## src/rtl/game_pkg.sv

```systemverilog
// Shared state encodings and sizing helpers for the per-frame game controller.
package game_pkg;

    typedef enum logic [1:0] {
        TITLE = 2'd0,
        PLAY  = 2'd1,
        OVER  = 2'd2
    } game_state_t;

    typedef enum logic [1:0] {
        IDLE  = 2'd0,
        ISSUE = 2'd1,
        WAIT  = 2'd2,
        EVAL  = 2'd3
    } seq_state_t;

    localparam int DEF_N_STAGES    = 3;
    localparam int DEF_TIMEOUT     = 4096;
    localparam int DEF_OVER_FRAMES = 120;
    localparam int DEF_FRAME_CNT_W = 16;

    // Counter/index width that never collapses to zero bits.
    function automatic int clog2_min1(input int n);
        return (n > 1) ? $clog2(n) : 1;
    endfunction

endpackage

```

## src/rtl/edge_detect.sv

```systemverilog
// One-register edge detector: flags a rising (RISING=1) or falling (RISING=0)
// transition of d in the cycle the new level is present.
module edge_detect #(
    parameter bit RISING = 1'b1
) (
    input  logic clk,
    input  logic rst,
    input  logic d,
    output logic det
);

    logic d_reg;

    always_ff @(posedge clk) begin
        if (!rst) begin
            d_reg <= 1'b0;
        end else begin
            d_reg <= d;
        end
    end

    assign det = RISING ? (d & ~d_reg) : (d_reg & ~d);

endmodule

```

## src/rtl/frame_scheduler.sv

```systemverilog
// Per-frame controller: one ordered start/done pass over the update units per
// vertical sync while playing, plus the TITLE/PLAY/OVER game state.
module frame_scheduler
    import game_pkg::*;
#(
    parameter int N_STAGES    = DEF_N_STAGES,
    parameter int TIMEOUT     = DEF_TIMEOUT,
    parameter int OVER_FRAMES = DEF_OVER_FRAMES,
    parameter int FRAME_CNT_W = DEF_FRAME_CNT_W
) (
    input  logic                   clk,
    input  logic                   rst,
    input  logic                   switch_frame,
    input  logic                   button_start,
    input  logic                   clear_err,
    input  logic                   game_over,
    input  logic [N_STAGES-1:0]    stage_done,
    output logic [N_STAGES-1:0]    stage_start,
    output logic                   new_game,
    output logic [1:0]             game_state,
    output logic                   busy,
    output logic [FRAME_CNT_W-1:0] frame_cnt,
    output logic                   overrun,
    output logic                   timeout_err
);

    localparam int IDX_W = clog2_min1(N_STAGES);
    localparam int TO_W  = clog2_min1(TIMEOUT);
    localparam int OV_W  = clog2_min1(OVER_FRAMES);

    localparam logic [IDX_W-1:0] IDX_LAST = IDX_W'(N_STAGES - 1);
    localparam logic [TO_W-1:0]  TO_LAST  = TO_W'(TIMEOUT - 1);
    localparam logic [OV_W-1:0]  OV_LAST  = OV_W'(OVER_FRAMES - 1);

    logic tick;
    logic press;

    game_state_t             game_state_reg;
    seq_state_t              seq_state_reg;
    logic [IDX_W-1:0]        idx_reg;
    logic [TO_W-1:0]         to_cnt_reg;
    logic [OV_W-1:0]         over_cnt_reg;
    logic [N_STAGES-1:0]     stage_start_reg;
    logic                    new_game_reg;
    logic                    busy_reg;
    logic [FRAME_CNT_W-1:0]  frame_cnt_reg;
    logic                    overrun_reg;
    logic                    timeout_err_reg;

    edge_detect #(.RISING(1'b0)) u_vsync_edge (
        .clk (clk),
        .rst (rst),
        .d   (switch_frame),
        .det (tick)
    );

    edge_detect #(.RISING(1'b1)) u_button_edge (
        .clk (clk),
        .rst (rst),
        .d   (button_start),
        .det (press)
    );

    always_ff @(posedge clk) begin
        if (!rst) begin
            game_state_reg  <= TITLE;
            seq_state_reg   <= IDLE;
            idx_reg         <= '0;
            to_cnt_reg      <= '0;
            over_cnt_reg    <= '0;
            stage_start_reg <= '0;
            new_game_reg    <= 1'b0;
            busy_reg        <= 1'b0;
            frame_cnt_reg   <= '0;
            overrun_reg     <= 1'b0;
            timeout_err_reg <= 1'b0;
        end else begin
            stage_start_reg <= '0;
            new_game_reg    <= 1'b0;

            if (tick) begin
                frame_cnt_reg <= frame_cnt_reg + FRAME_CNT_W'(1);
            end

            // Clear first so a same-cycle set below takes priority.
            if (clear_err) begin
                overrun_reg     <= 1'b0;
                timeout_err_reg <= 1'b0;
            end
            if (tick && busy_reg) begin
                overrun_reg <= 1'b1;
            end

            case (game_state_reg)
                TITLE: begin
                    if (press) begin
                        game_state_reg <= PLAY;
                        new_game_reg   <= 1'b1;
                    end
                end
                OVER: begin
                    if (tick) begin
                        if (over_cnt_reg == OV_LAST) begin
                            game_state_reg <= TITLE;
                            over_cnt_reg   <= '0;
                        end else begin
                            over_cnt_reg <= over_cnt_reg + OV_W'(1);
                        end
                    end
                end
                default: ;
            endcase

            // The sequencer only leaves IDLE in PLAY, and PLAY is only left from EVAL.
            case (seq_state_reg)
                IDLE: begin
                    if (tick && game_state_reg == PLAY) begin
                        seq_state_reg      <= ISSUE;
                        idx_reg            <= '0;
                        stage_start_reg[0] <= 1'b1;
                        busy_reg           <= 1'b1;
                    end
                end
                ISSUE: begin
                    seq_state_reg <= WAIT;
                    to_cnt_reg    <= '0;
                end
                WAIT: begin
                    if (stage_done[idx_reg] || to_cnt_reg == TO_LAST) begin
                        if (!stage_done[idx_reg]) begin
                            timeout_err_reg <= 1'b1;
                        end
                        if (idx_reg == IDX_LAST) begin
                            seq_state_reg <= EVAL;
                        end else begin
                            seq_state_reg                       <= ISSUE;
                            idx_reg                             <= idx_reg + IDX_W'(1);
                            stage_start_reg[idx_reg + IDX_W'(1)] <= 1'b1;
                        end
                    end else begin
                        to_cnt_reg <= to_cnt_reg + TO_W'(1);
                    end
                end
                EVAL: begin
                    if (game_over) begin
                        game_state_reg <= OVER;
                        over_cnt_reg   <= '0;
                    end
                    seq_state_reg <= IDLE;
                    busy_reg      <= 1'b0;
                end
                default: seq_state_reg <= IDLE;
            endcase
        end
    end

    assign stage_start = stage_start_reg;
    assign new_game    = new_game_reg;
    assign game_state  = game_state_reg;
    assign busy        = busy_reg;
    assign frame_cnt   = frame_cnt_reg;
    assign overrun     = overrun_reg;
    assign timeout_err = timeout_err_reg;

endmodule
```

## config.mk

```make
export PLATFORM = sky130hd
export DESIGN_NAME = frame_scheduler
export DESIGN_NICKNAME = d
export VERILOG_FILES = /design/src/rtl/game_pkg.sv /design/src/rtl/edge_detect.sv /design/src/rtl/frame_scheduler.sv
export SDC_FILE = /design/constraint.sdc
export NUM_CORES = 1
export LEC_CHECK = 0
export ABC_AREA = 1
export BUFFER_PORTS_ARGS = -buffer_cell sky130_fd_sc_hd__buf_2
export CAP_MARGIN = 5
export CORE_UTILIZATION = 51
export CTS_CLUSTER_DIAMETER = 40
export CTS_CLUSTER_SIZE = 20
export DETAILED_ROUTE_END_ITERATION = 6
export HOLD_SLACK_MARGIN = 0.03
export PLACE_DENSITY = 0.75
export SETUP_SLACK_MARGIN = 0.2
export SLEW_MARGIN = 20
export SYNTH_ARGS = -nofsm -noshare
export SYNTH_HDL_FRONTEND = slang
export SYNTH_HIERARCHICAL = 1
export SYNTH_SLANG_ARGS = --single-unit
```

## constraint.sdc

```tcl
create_clock -name clk -period 1.5 [get_ports clk]
set_input_delay 0.15 -clock clk [delete_from_list [all_inputs] [get_ports clk]]
set_output_delay 0.15 -clock clk [all_outputs]
set_load 0.02 [all_outputs]
```

; ---- Word level (Yosys, flattened, before mapping)
; Index checks and enable logic that the tools add are counted.
[classes]
order_cmp = 3
n_mux = 38
bitwise_logic = 7
n_reduce_logical = 16
n_addsub = 4
n_eq_ne = 12
[ops]
columns = op, n
row1 = $mux W7, 5
row2 = $pmux W12 S2, 1
row3 = $mux W2, 11
row4 = $add A16 B1 Y16 const B, 1
row5 = $mux W1, 13
row6 = $add A12 B1 Y12 const B, 1
row7 = $eq A12 B12 Y1 const B, 1
row8 = $mux W12, 1
row9 = $eq A2 B2 Y1 const B, 4
row10 = $ne A2 B2 Y1 const B, 4
row11 = $pmux W2 S2, 2
row12 = $pmux W2 S4, 1
row13 = $reduce_and A2 Y1, 4
row14 = $reduce_bool A2 Y1, 4
row15 = $add A7 B1 Y7 const B, 1
row16 = $eq A7 B7 Y1 const B, 1
row17 = $lt A2 B3 Y1 const B, 2
row18 = $not A1 Y1, 5
row19 = $eq A2 B1 Y1 const B, 2
row20 = $logic_not A2 Y1, 2
row21 = $pmux W1 S2, 2
row22 = $reduce_and A4 Y1, 1
row23 = $reduce_or A4 Y1, 1
row24 = $logic_and A1 B1 Y1, 3
row25 = 6 further kinds, 7
[totals]
word_cells = 94
reg_bits = 50
out_inout_bits = 25
inputBits = 9

; ---- Longest topological paths before layout
[depth]
depth_word = 8
depth_mapped = 10
depth_no_buf = 10

; ---- By module
; Netlist, hierarchy kept.
[modules_own_cells]
columns = module, cells_per_inst, instances, area_per_inst_um2
row1 = frame_scheduler, 341, 1, 2427.3
row2 = edge_detect (u_button_edge), 5, 1, 37.5
row3 = edge_detect (u_vsync_edge), 5, 1, 35.0

; ---- Least setup slack after synthesis
; No wires, ideal clock.
[synth_path]
path_type = register to register
startpoint = reg frame_cnt_reg[0] (netlist: frame_cnt[0])
endpoint = reg frame_cnt_reg[12] (netlist: frame_cnt[12])
stages_incl_launch_ff = 9
arrival_time_ps = 1400
setup_ps = 117
slack_ps = -17
period_less_slack_ps = 1517
path_cell_list = dfxtp_1 > ha_1 > nand2_1 > nor2_1 > nand2_1 > inv_1 > nand4_1 > o21ai_0 > nor2_1
[synth_via]
elab_chain_len = 1
[synth_lines]
columns = element, line_no
row1 = "start, declared", frame_scheduler.sv:46  ; logic [FRAME_CNT_W-1:0] frame_cnt_reg;
row2 = "start signal, assigned", frame_scheduler.sv:82  ; frame_cnt_reg <= frame_cnt_reg + FRAME_CNT_W'(1);
row3 = $add A16 B1 Y16, frame_scheduler.sv:82
; No other way between the ends.
; A chain may end at the register's enable or synchronous reset.

; ---- Final worst setup path
[layout_path]
startpoint = reg to_cnt_reg[1]
endpoint = reg to_cnt_reg[9]
[layout_via]
elab_chain_len = 4
word_cells_on_any_way = 7
classes_between = add/sub (1) / eq/ne (2) / mux (2) / reduce/logical (2)
[layout_lines]
columns = element, line_no
row1 = "start, declared", frame_scheduler.sv:41  ; logic [TO_W-1:0] to_cnt_reg;
row2 = "start signal, assigned", frame_scheduler.sv:141  ; to_cnt_reg <= to_cnt_reg + TO_W'(1);
row3 = branches (longest 4 deep; another with $add A12 B1 Y12), --
; Several ways; the timed one is not identified. The select of a mux whose other input is x is not followed.

==> run metrics <==
sequential-to-total area share from yosys stat 40.0%; Primary FF master, synth dfxtp_1; Design Area, Final 3570 µm²; CTS buffer count 5; final cell utilization of the core 75.5%; crit-path max FO 7; Worst Path Arrival 1.59 ns; port bufs 33; Lkg Pwr 1.53 nW; share of cells above drive strength 1 41.5%; Async SR Flop Fraction 0%; clock-pin transition on the worst setup and hold timing paths 0.09 ns; first-pass GRT wire length 10.1 mm; Tmin final 1.39 ns; Post-DRT Antenna Nets 0; Top Ports 34; Post-DP Area 2920 µm²; Yosys top cell by area dfxtp_1; Pwr Density 759 nW/µm²; final period utilization 92.5%; fin. max-slew vios 0; Design Power 2.71 mW; DR WL/cell 13.8 µm; Antenna Cells 0; Hold WC Path Type primary input to flip-flop; initial DRC count 206; Layout fillers 346; crit path kind flip-flop to flip-flop; Synth top area share 40.0%; measured slew at the worst slew-check pin 0.331 ns; largest net degree at the start of global routing 19; Yosys Warn Count 6; hold_sp button_start; total number of vias 2,650; H-tree Lvls 2; status finished clean; DR DRC count 0; synthesized area 2500 µm²; Rel. slew slack 77.8%; largest cells by area after synthesis dfxtp_1, nand2_1, inv_1; fin nets 449; Die Area 5190 µm²; area growth from synthesis to layout 42.6%; number of synthesized flops with an enable pin 0; overall routed net length 6.89 mm; vias in the first global route 2,347; hold path endpoint u_button_edge/d_reg; Hold Violations, Final 0; Net Count, Synth 367; CTS tree done; f_max 721 MHz; Vias/cell 5.29; DIE WIDTH 72.0 µm; Syn Inst Count 351; Worst-Skew Late Latency 0.30 ns; hold depth 3; max FFs per register 16; Reg-to-Reg End to_cnt_reg[9]; gr ovfl total 0; row count 25; r2r setup slk 0.11 ns; core area 4720 µm²; GR Util All Layers 24.3%; initial antenna violation count 0; max_cap viols 0; Crit Reg-Reg Startpoint to_cnt_reg[1]; final setup violation count 0; CP Data Required Time 1.70 ns; Starting Density 52.9%; R2R depth 9; Final GP Congestion 0.913; Mapped Avg Cell Area 7.12 µm²; Synth Register Bits 50; CTS Buffer Depth 2; Max IR drop VDD 621 µV; Hold Buf Count CTS 0; synth unique cells 35; detailed placement HPWL 4.01 mm; die height 72.0 µm; Num Clock Sinks 50; clock skew 0.00802 ns; Root Buffer clkbuf_8; Startpoint Class flip-flop; RSZ-0062 raised after global routing true; DRT Pass-1 Iters 4; Fin Hold WS 0.0437 ns; endpoint class of the critical path flip-flop; TNS Setup 0 ns
[per-stage QoR]
| step | setup slack (ns) | cells |
|---|---|---|
| 2_1_floorplan | 0.190 | 351 |
| 3_3_place_gp | 0.0219 | 462 |
| 3_5_place_dp | -0.0123 | 462 |
| 4_1_cts | 0.158 | 484 |
| 5_1_grt | 0.00569 | 501 |
| 6_report | 0.113 | 501 |
[layout by cell type, fill, tap and decap left out, drive strengths merged]
master and count:
ha 7, o21a 1, clkinv 3, dfxtp 50, nor2 49, o21ai 17
inv 47, nand3b 2, buf 80, a31oi 1, nor3 10, xnor2 1
bufinv 1, nand4 10, and3 1, nand2 75, or2 1, clkbuf 5
nor3b 3, nand3 33, a211oi 2, a21o 1, o21bai 1, xor2 3
a21oi 30
[Yosys cell counts (3+ instances only)]
| cell type | n |
|---|---|
| nand2_1 | 73 |
| nor2_1 | 44 |
| nor3_1 | 8 |
| nor3b_1 | 3 |
| xor2_1 | 3 |
| ha_1 | 7 |
| a21oi_2 | 4 |
| nor2_4 | 3 |
| inv_1 | 46 |
| nand3_1 | 29 |
| a21oi_1 | 26 |
| dfxtp_1 | 50 |
| clkbuf_1 | 3 |
| o21ai_0 | 17 |
| nand4_1 | 10 |
[power by group]
part	switching [mW]	total [mW]	internal [mW]
Combinational	0.223	0.370	0.147
Clock	0.462	0.954	0.492
Sequential	0.0341	1.38	1.35
Total	0.719	2.71	1.99
[timing repair]
item | 4_1_cts | 5_1_grt
gates resized for setup | 24 | 64
pin swaps | 14 | 30
setup endpoints to repair | 30 | 33
buffers inserted | 13 | 17
cloned | 1 | 0
[kinds of logic (layout without fill, tap and decap cells)]
kind of cell,count (synthesis),in the layout,share of synthesized area (%)
AND/OR/NAND/NOR,183,184,34.7
buffers and inverters,54,136,8.61
AO/OA/AOI/OAI,53,53,11.8
flip-flops,50,50,40.0
adder cells (fa/ha/maj),7,7,3.50
XOR/XNOR,4,4,1.40
[final cells by class]
cell class	count	area [µm²]	area share, %
timing repair buffer	80	541	15.2
sequential	50	1040	29.3
multi-input combinational	248	1610	45.1
clock inverter	3	40.0	1.12
inverter	48	183	5.12
tap	67	83.8	2.35
clock buffer	5	68.8	1.93
[routing by layer]
metal / GRT usage [%] / vias up / wire (µm)
li1: - / 1308 / -
met5: 0 / - / 0
met1: 29.7 / 1245 / 2820
met3: 3.75 / 20 / 297
met4: 7.84 / 0 / 175
met2: 43.9 / 77 / 3600
[critical path, stage by stage, from the launching register on]
cell	delay (ns)
dfxtp_2	0.37
ha_4	0.15
nand2_4	0.06
nor2_4	0.14
nand3_4	0.10
nand3_4	0.14
buf_4	0.15
nor2_4	0.03
a21oi_1	0.11
nor2_1	0.05
[worst max path at each step]
| stage | startpoint | end | slack, ns | depth (start not counted) |
|---|---|---|---|---|
| floorplan | frame_cnt[1] | frame_cnt[14] | 0.19 | 9 |
| detailed placement | idx_reg[0] | to_cnt_reg[10] | -0.01 | 8 |
| CTS | frame_cnt[1] | frame_cnt[8] | 0.16 | 7 |
| finish | to_cnt_reg[1] | to_cnt_reg[9] | 0.11 | 9 |
| global placement | idx_reg[0] | to_cnt_reg[10] | 0.02 | 8 |
| global route | to_cnt_reg[1] | seq_state_reg[1] | 0.006 | 8 |
Note: power is estimated with default switching activity, not from simulation.
